--- src/rtl/hilo_mul_pkg.sv ---
// Shared ALUOp codes, FSM state encoding and op classification for the HI/LO multiply unit.
package hilo_mul_pkg;

    localparam int OPW = 5;

    localparam logic [OPW-1:0] ALUOP_MULTU = 5'd26;
    localparam logic [OPW-1:0] ALUOP_MFLO  = 5'd27;
    localparam logic [OPW-1:0] ALUOP_MFHI  = 5'd28;
    localparam logic [OPW-1:0] ALUOP_MSUB  = 5'd29;
    localparam logic [OPW-1:0] ALUOP_MADD  = 5'd30;
    localparam logic [OPW-1:0] ALUOP_MUL   = 5'd31;

    typedef enum logic [1:0] {
        IDLE = 2'd0,
        CALC = 2'd1,
        ACC  = 2'd2,
        DONE = 2'd3
    } state_t;

    // Codes that launch a multi-cycle multiply; mfhi/mflo are pure reads.
    function automatic logic is_mul_op(input logic [OPW-1:0] op);
        return (op == ALUOP_MULTU) || (op == ALUOP_MSUB) ||
               (op == ALUOP_MADD)  || (op == ALUOP_MUL);
    endfunction

    function automatic logic is_signed_op(input logic [OPW-1:0] op);
        return (op == ALUOP_MSUB) || (op == ALUOP_MADD) || (op == ALUOP_MUL);
    endfunction

endpackage

--- src/rtl/hilo_mul_unit_shift_add_core.sv ---
// shift_add_core: radix-2 unsigned shift-add multiplier datapath, one multiplier bit per step.
// Latency: WIDTH steps (fewer under MUL_EARLY_EXIT_EN once the remaining multiplier bits are zero).
// Backpressure: none; advances only while step is high, load restarts it.
module shift_add_core #(
    parameter int WIDTH = 32,
    parameter int CNT_W = 5
) (
    input  logic                 clk,
    input  logic                 rst_n,
    input  logic                 load,
    input  logic                 step,
    input  logic [WIDTH-1:0]     mcand_in,
    input  logic [WIDTH-1:0]     mplier_in,
    output logic [2*WIDTH-1:0]   prod,
    output logic                 last
);

    logic [2*WIDTH-1:0] mcand_q;
    logic [2*WIDTH-1:0] prod_q;
    logic [WIDTH-1:0]   mplier_q;
    logic [CNT_W-1:0]   cnt_q;
    logic               cnt_last;
    logic               rest_zero;

    always_ff @(posedge clk or negedge rst_n) begin
        if (!rst_n) begin
            mcand_q  <= '0;
            prod_q   <= '0;
            mplier_q <= '0;
            cnt_q    <= '0;
        end else if (load) begin
            mcand_q  <= {{WIDTH{1'b0}}, mcand_in};
            prod_q   <= '0;
            mplier_q <= mplier_in;
            cnt_q    <= '0;
        end else if (step) begin
            if (mplier_q[0]) begin
                prod_q <= prod_q + mcand_q;
            end
            mcand_q  <= mcand_q << 1;
            mplier_q <= mplier_q >> 1;
            cnt_q    <= cnt_q + CNT_W'(1);
        end
    end

    assign cnt_last  = (cnt_q == CNT_W'(WIDTH - 1));
    // Bits still to be consumed after the one being added this step.
    assign rest_zero = (mplier_q[WIDTH-1:1] == '0);

`ifdef MUL_EARLY_EXIT_EN
    assign last = cnt_last || rest_zero;
`else
    assign last = cnt_last;
`endif

    assign prod = prod_q;

endmodule

--- src/rtl/hilo_mul_unit.sv ---
// hilo_mul_unit: multu/madd/msub/mul engine owning HI/LO; Result muxes HI (mfhi), LO (mflo) or MulLo.
// Latency: Done pulses 34 cycles after an accepted Start (data-dependent if MUL_EARLY_EXIT_EN); mfhi/mflo are combinational.
// Backpressure: nothing is queued; Start and mthi/mtlo are dropped while Busy, the pipeline stalls on Busy.
module hilo_mul_unit
    import hilo_mul_pkg::*;
#(
    parameter int WIDTH = 32,
    parameter int CNT_W = 5
) (
    input  logic              Clk,
    input  logic              Rst,
    input  logic              Start,
    input  logic [OPW-1:0]    ALUOp,
    input  logic [WIDTH-1:0]  A,
    input  logic [WIDTH-1:0]  B,
    input  logic              WriteHi,
    input  logic              WriteLo,
    output logic              Busy,
    output logic              Done,
    output logic [WIDTH-1:0]  HI,
    output logic [WIDTH-1:0]  LO,
    output logic [WIDTH-1:0]  Result
);

    state_t             state_q;
    state_t             state_d;
    logic [OPW-1:0]     op_q;
    logic               sign_q;
    logic [WIDTH-1:0]   hi_q;
    logic [WIDTH-1:0]   lo_q;
    logic [WIDTH-1:0]   mullo_q;

    logic               accept;
    logic               op_signed;
    logic [WIDTH-1:0]   mag_a;
    logic [WIDTH-1:0]   mag_b;
    logic [2*WIDTH-1:0] prod;
    logic [2*WIDTH-1:0] prod_signed;
    logic [2*WIDTH-1:0] hilo_cur;
    logic               core_last;
    logic               wr_window;

    assign accept    = (state_q == IDLE) && Start && is_mul_op(ALUOp);
    assign op_signed = is_signed_op(ALUOp);

    // Two's-complement negation of the most negative value yields the correct unsigned magnitude.
    assign mag_a = (op_signed && A[WIDTH-1]) ? -A : A;
    assign mag_b = (op_signed && B[WIDTH-1]) ? -B : B;

    shift_add_core #(
        .WIDTH (WIDTH),
        .CNT_W (CNT_W)
    ) u_core (
        .clk       (Clk),
        .rst_n     (Rst),
        .load      (accept),
        .step      (state_q == CALC),
        .mcand_in  (mag_a),
        .mplier_in (mag_b),
        .prod      (prod),
        .last      (core_last)
    );

    always_ff @(posedge Clk or negedge Rst) begin
        if (!Rst) begin
            state_q <= IDLE;
        end else begin
            state_q <= state_d;
        end
    end

    always_comb begin
        state_d = state_q;
        Busy    = 1'b0;
        Done    = 1'b0;
        case (state_q)
            IDLE: begin
                if (accept) begin
                    state_d = CALC;
                end
            end
            CALC: begin
                Busy = 1'b1;
                if (core_last) begin
                    state_d = ACC;
                end
            end
            ACC: begin
                Busy    = 1'b1;
                state_d = DONE;
            end
            DONE: begin
                Done    = 1'b1;
                state_d = IDLE;
            end
            default: state_d = IDLE;
        endcase
    end

    always_ff @(posedge Clk or negedge Rst) begin
        if (!Rst) begin
            op_q   <= '0;
            sign_q <= 1'b0;
        end else if (accept) begin
            op_q   <= ALUOp;
            sign_q <= op_signed && (A[WIDTH-1] ^ B[WIDTH-1]);
        end
    end

    assign prod_signed = sign_q ? -prod : prod;
    assign hilo_cur    = {hi_q, lo_q};
    // An accepted Start in the same IDLE cycle takes priority over mthi/mtlo.
    assign wr_window   = ((state_q == IDLE) && !accept) || (state_q == DONE);

    always_ff @(posedge Clk or negedge Rst) begin
        if (!Rst) begin
            hi_q    <= '0;
            lo_q    <= '0;
            mullo_q <= '0;
        end else if (state_q == ACC) begin
            case (op_q)
                ALUOP_MULTU: {hi_q, lo_q} <= prod_signed;
                ALUOP_MADD:  {hi_q, lo_q} <= hilo_cur + prod_signed;
                ALUOP_MSUB:  {hi_q, lo_q} <= hilo_cur - prod_signed;
                ALUOP_MUL:   mullo_q      <= prod_signed[WIDTH-1:0];
                default: ;
            endcase
        end else if (wr_window) begin
            if (WriteHi) begin
                hi_q <= A;
            end
            if (WriteLo) begin
                lo_q <= A;
            end
        end
    end

    always_comb begin
        Result = mullo_q;
        if (ALUOp == ALUOP_MFHI) begin
            Result = hi_q;
        end else if (ALUOp == ALUOP_MFLO) begin
            Result = lo_q;
        end
    end

    assign HI = hi_q;
    assign LO = lo_q;

endmodule

--- config.mk ---
export PLATFORM = sky130hd
export DESIGN_NAME = hilo_mul_unit
export DESIGN_NICKNAME = d
export VERILOG_FILES = /design/src/rtl/hilo_mul_pkg.sv /design/src/rtl/hilo_mul_unit_shift_add_core.sv /design/src/rtl/hilo_mul_unit.sv
export SDC_FILE = /design/constraint.sdc
export NUM_CORES = 1
export LEC_CHECK = 0
export ABC_AREA = 1
export BUFFER_PORTS_ARGS = -buffer_cell sky130_fd_sc_hd__buf_4
export CAP_MARGIN = 20
export CORE_MARGIN = 4
export CORE_UTILIZATION = 55
export CTS_CLUSTER_SIZE = 8
export DETAILED_ROUTE_END_ITERATION = 10
export PLACE_DENSITY = 0.77
export SYNTH_ARGS = -nofsm -noshare
export SYNTH_HDL_FRONTEND = slang
export SYNTH_HIERARCHICAL = 1
export SYNTH_SLANG_ARGS = --single-unit
--- constraint.sdc ---
create_clock -name Clk -period 6.72 [get_ports Clk]
set_input_delay 1.008 -clock Clk [delete_from_list [all_inputs] [get_ports Clk]]
set_output_delay 1.008 -clock Clk [all_outputs]
set_load 0.05 [all_outputs]
==> results <==
- The setup TNS after final layout is 0 ns.
- The net count of the mapped netlist is 6,209.
- The die covers 0.0647 mm^2.
- The post-synth design cell area is 0.0334 mm^2.
- The area overhead of the layout relative to synthesis is 9.38%.
- The maximum net fanout on the critical path is 5.
- The number of detailed-route iterations in the first pass is 7.
- The flow ran to the end, and the final reports show no timing, DRC or antenna violations.
- The number of flops mapped to enable cells by yosys is 0.
- The root buffer selected by CTS is clkbuf_16.
- The category of the critical setup timing path is flip-flop to flip-flop.
- In the post-synthesis netlist, the cell with the most instances is nand2_1.
- The core area is 0.0602 mm^2.
- The number of hold buffers added after CTS was 0.
- The number of antenna violations at the first check in global routing is 6.
- The number of input and output port buffers inserted is 171.
- The routed wirelength normalized by instance count is 22.5 um.
- CTS built an H-tree with a depth of 2.
- The fraction of registers with async set/reset is 100%.
- The synthesized design contains 269 register bits.
- Sequential elements use 20.2% of the synthesized area.
- The most used flip-flop cell after synthesis is dfrtp_1.
- The TritonCTS clock tree is yes.
- The TritonCTS buffer count is 42.
- For this configuration, the core starts out at a cell density of 55.4%.
- The initialized floorplan defines 90 standard-cell rows.
- The critical path endpoint category is a flip-flop.
- The total global routing track utilization is 45.8%.
- The class of the worst hold path is input pin to async pin.
- For the worst setup path, the data required time is 7.25 ns.
- At the worst endpoint, the arrival time is 5.83 ns.
- The weighted congestion reported at the end of routability-driven placement is 1.13.
- Based on the critical path, the design can be clocked at up to 189 MHz.
- The overall die height is 254 um.
- The number of warnings issued by yosys is 6.
- The worst pin sits at a relative slew slack of 25.8%.
- The final layout contains routed wiring with a total length of 153,000 um.
- The via count of the first global-routing pass is 36.5k.
- Counting instances in the post-synthesis netlist gives the leading cell types as 2,000 x nand2_1, 1,114 x inv_1, 614 x nor2_1.
- In this run the post-CTS setup repair buffer count came out at 0.
- Max-cap violations in this run came to 0.
- The I/O pin count is 172.
- The minimum clock period after layout is 5.30 ns.
- In the post-synthesis netlist, the biggest area contributors are nand2_1 23%, dfrtp_1 20%, inv_1 13%, ha_1 8.0%, nor2_1 6.9%.
- After the first detailed-routing iteration, the DRC count stood at 4,899.
- The fraction of final layout cells sized beyond drive strength 1 is 6.04%.
- The final clock period utilization by the worst path is 78.9%.
- The insertion delay of the later-clocked pin in the worst-skew pair is 0.60 ns.
- The number of endpoints with negative hold slack in the final report is 0.
- The top-area cell type share of the netlist area is 22.5%.
- The number of slew-limit violations in the final report is 0.
- Setup repair after global routing left no endpoint under its margin.
- The synthesized area divided by synthesized cell count is 5.64 um^2.
- The total grt overflow is 0.
- The final-report setup violation count is 0.
- The layout has 6,148 filler cells.
- The post-detailed-placement half-perimeter wirelength is 122,000 um.
- The clock sink count is 269.
- The final worst clock skew is 0.0274 ns.
- The post-route DRC violation count is 0.
- The vias after detailed routing is 39.6k.
- The biggest area contributor in the post-synthesis netlist is nand2_1.
- The via density per instance is 5.80.
- The number of gates resized after CTS was 0.
- For this run, the post-layout net count is 6,301.
- Clock-pin slew was measured on the worst setup and hold paths at 0.05 ns.
- The startpoint type of the worst setup path is a flip-flop.
- Measured along the x axis, the die boundary spans 254 um.
- The first global-routing pass estimated 222,000 um of wire.
- The pin count of the biggest net entering global routing is 109.
- The maximum number of buffers from clock root to sink is 3.
- The slew at the pin closest to its max-slew limit is 1.11 ns.
- The number of routed nets with antenna violations is 0.
- The cell count after synthesis is 5,920.
- Yosys mapped the design onto 56 distinct sky130hd cell types.
path summary, 6_finish.rpt:
check,startpoint,end,slack (ns),cells past startpoint
setup / recovery,u_core/prod[21]$_DFFE_PN0P_,HI[31]$_DFFE_PN0P_,1.42,23
hold / removal,Rst,u_core/mplier_q[6]$_DFFE_PN0P_,0.43,1
setup reg to reg,u_core/prod[21]$_DFFE_PN0P_,HI[31]$_DFFE_PN0P_,1.42,23
hold reg to reg,mullo_q[27]$_DFFE_PN0P_,mullo_q[27]$_DFFE_PN0P_,0.48,2
max in group asynchronous,Rst,u_core/mcand_q[60]$_DFFE_PN0P_,4.87,2
min in group Clk,mullo_q[27]$_DFFE_PN0P_,mullo_q[27]$_DFFE_PN0P_,0.48,2
critical path, cell delays in order (launching register included):
cell,delay [ns]
dfrtp_1,0.46
inv_1,0.21
nand4_1,0.22
nor2_1,0.32
nand2_1,0.12
nor3_1,0.72
xor2_1,0.21
nand2_1,0.09
o21ai_0,0.32
inv_1,0.15
ha_1,0.39
inv_1,0.16
nand2_1,0.11
nor2_1,0.14
inv_1,0.07
nor2_1,0.15
nand2_1,0.10
nor4_1,0.64
a21oi_1,0.17
nand2_1,0.09
nand3_1,0.08
nand3_1,0.10
nand2_1,0.06
a21oi_1,0.14
layout by cell type (no fill, tap or decap), drive strengths merged, types with 10 or more instances in the layout:
cell | netlist | layout
a22oi | 10 | 10
nor4 | 13 | 13
a21oi | 312 | 312
o21ai | 269 | 269
xor2 | 105 | 105
nand3 | 408 | 408
o21bai | 36 | 36
a31oi | 27 | 27
nand4 | 43 | 43
ha | 212 | 212
buf | 88 | 199
o221ai | 61 | 61
inv | 1129 | 1129
nor3 | 78 | 78
xnor2 | 18 | 18
nor2 | 639 | 639
or2 | 17 | 17
nand2 | 2012 | 2012
clkbuf | 63 | 54
dfrtp | 269 | 269
a21boi | 27 | 27
o211ai | 38 | 38
area by class of cell:
| type | instances | area, um^2 | share of cell area, % |
|---|---|---|---|
| multi-input combinational | 4369 | 21800 | 59.6 |
| sequential | 269 | 6730 | 18.5 |
| inverter | 1131 | 4250 | 11.6 |
| timing repair buffer | 199 | 1540 | 4.22 |
| clock buffer | 54 | 1140 | 3.11 |
| tap | 782 | 978 | 2.68 |
| clock inverter | 7 | 96.3 | 0.264 |
| antenna | 4 | 10.0 | 0.0274 |
stage by stage:
step | util (%) | worst slack [ns] | cells | cell area (um^2) | hold WS, ns
final | 60.6 | 1.42 | 6815 | 36500 | 0.430
after global routing | 60.6 | 1.26 | 6812 | 36500 | 0.499
after CTS | 60.5 | 1.90 | 6808 | 36400 | 0.465
after detailed placement | 58.4 | 1.91 | 6747 | 35200 | 0.458
after global placement | 58.4 | 1.97 | 6747 | 35200 | 0.453
after floorplan | - | 2.70 | 5920 | 33400 | 0.439
cells by family (layout without fill, tap and decap cells):
kind of cell    after synthesis  count (layout)  share of synthesized area [%]
other cells                   0               4                              0
compound gates              808             808                           14.1
flops                       269             269                           20.2
xor+xnor                    123             123                           3.32
buf+inv                    1282            1391                           14.7
fa+ha+maj                   215             215                           8.13
simple gates               3223            3223                           39.6
per-layer routing:
metal	track usage [%]	up-vias	wire length, um
li1	-	18600	-
met1	57.1	18000	57900
met2	68.4	2374	63000
met3	12.3	572	18200
met4	33.3	4	14100
met5	0	-	27
flip-flops by register name, summed over array words and instances, names as in the netlist:
signal           cells
u_core/cnt_q         5
HI                  32
u_core/mplier_q     32
u_core/prod         64
sign_q               1
LO                  32
op_q                 5
u_core/mcand_q      64
mullo_q             32
state_q              2
Power is left out: the tool's default activity adds up to more than one toggle a clock period on the data nets, which glitch-free logic cannot reach.
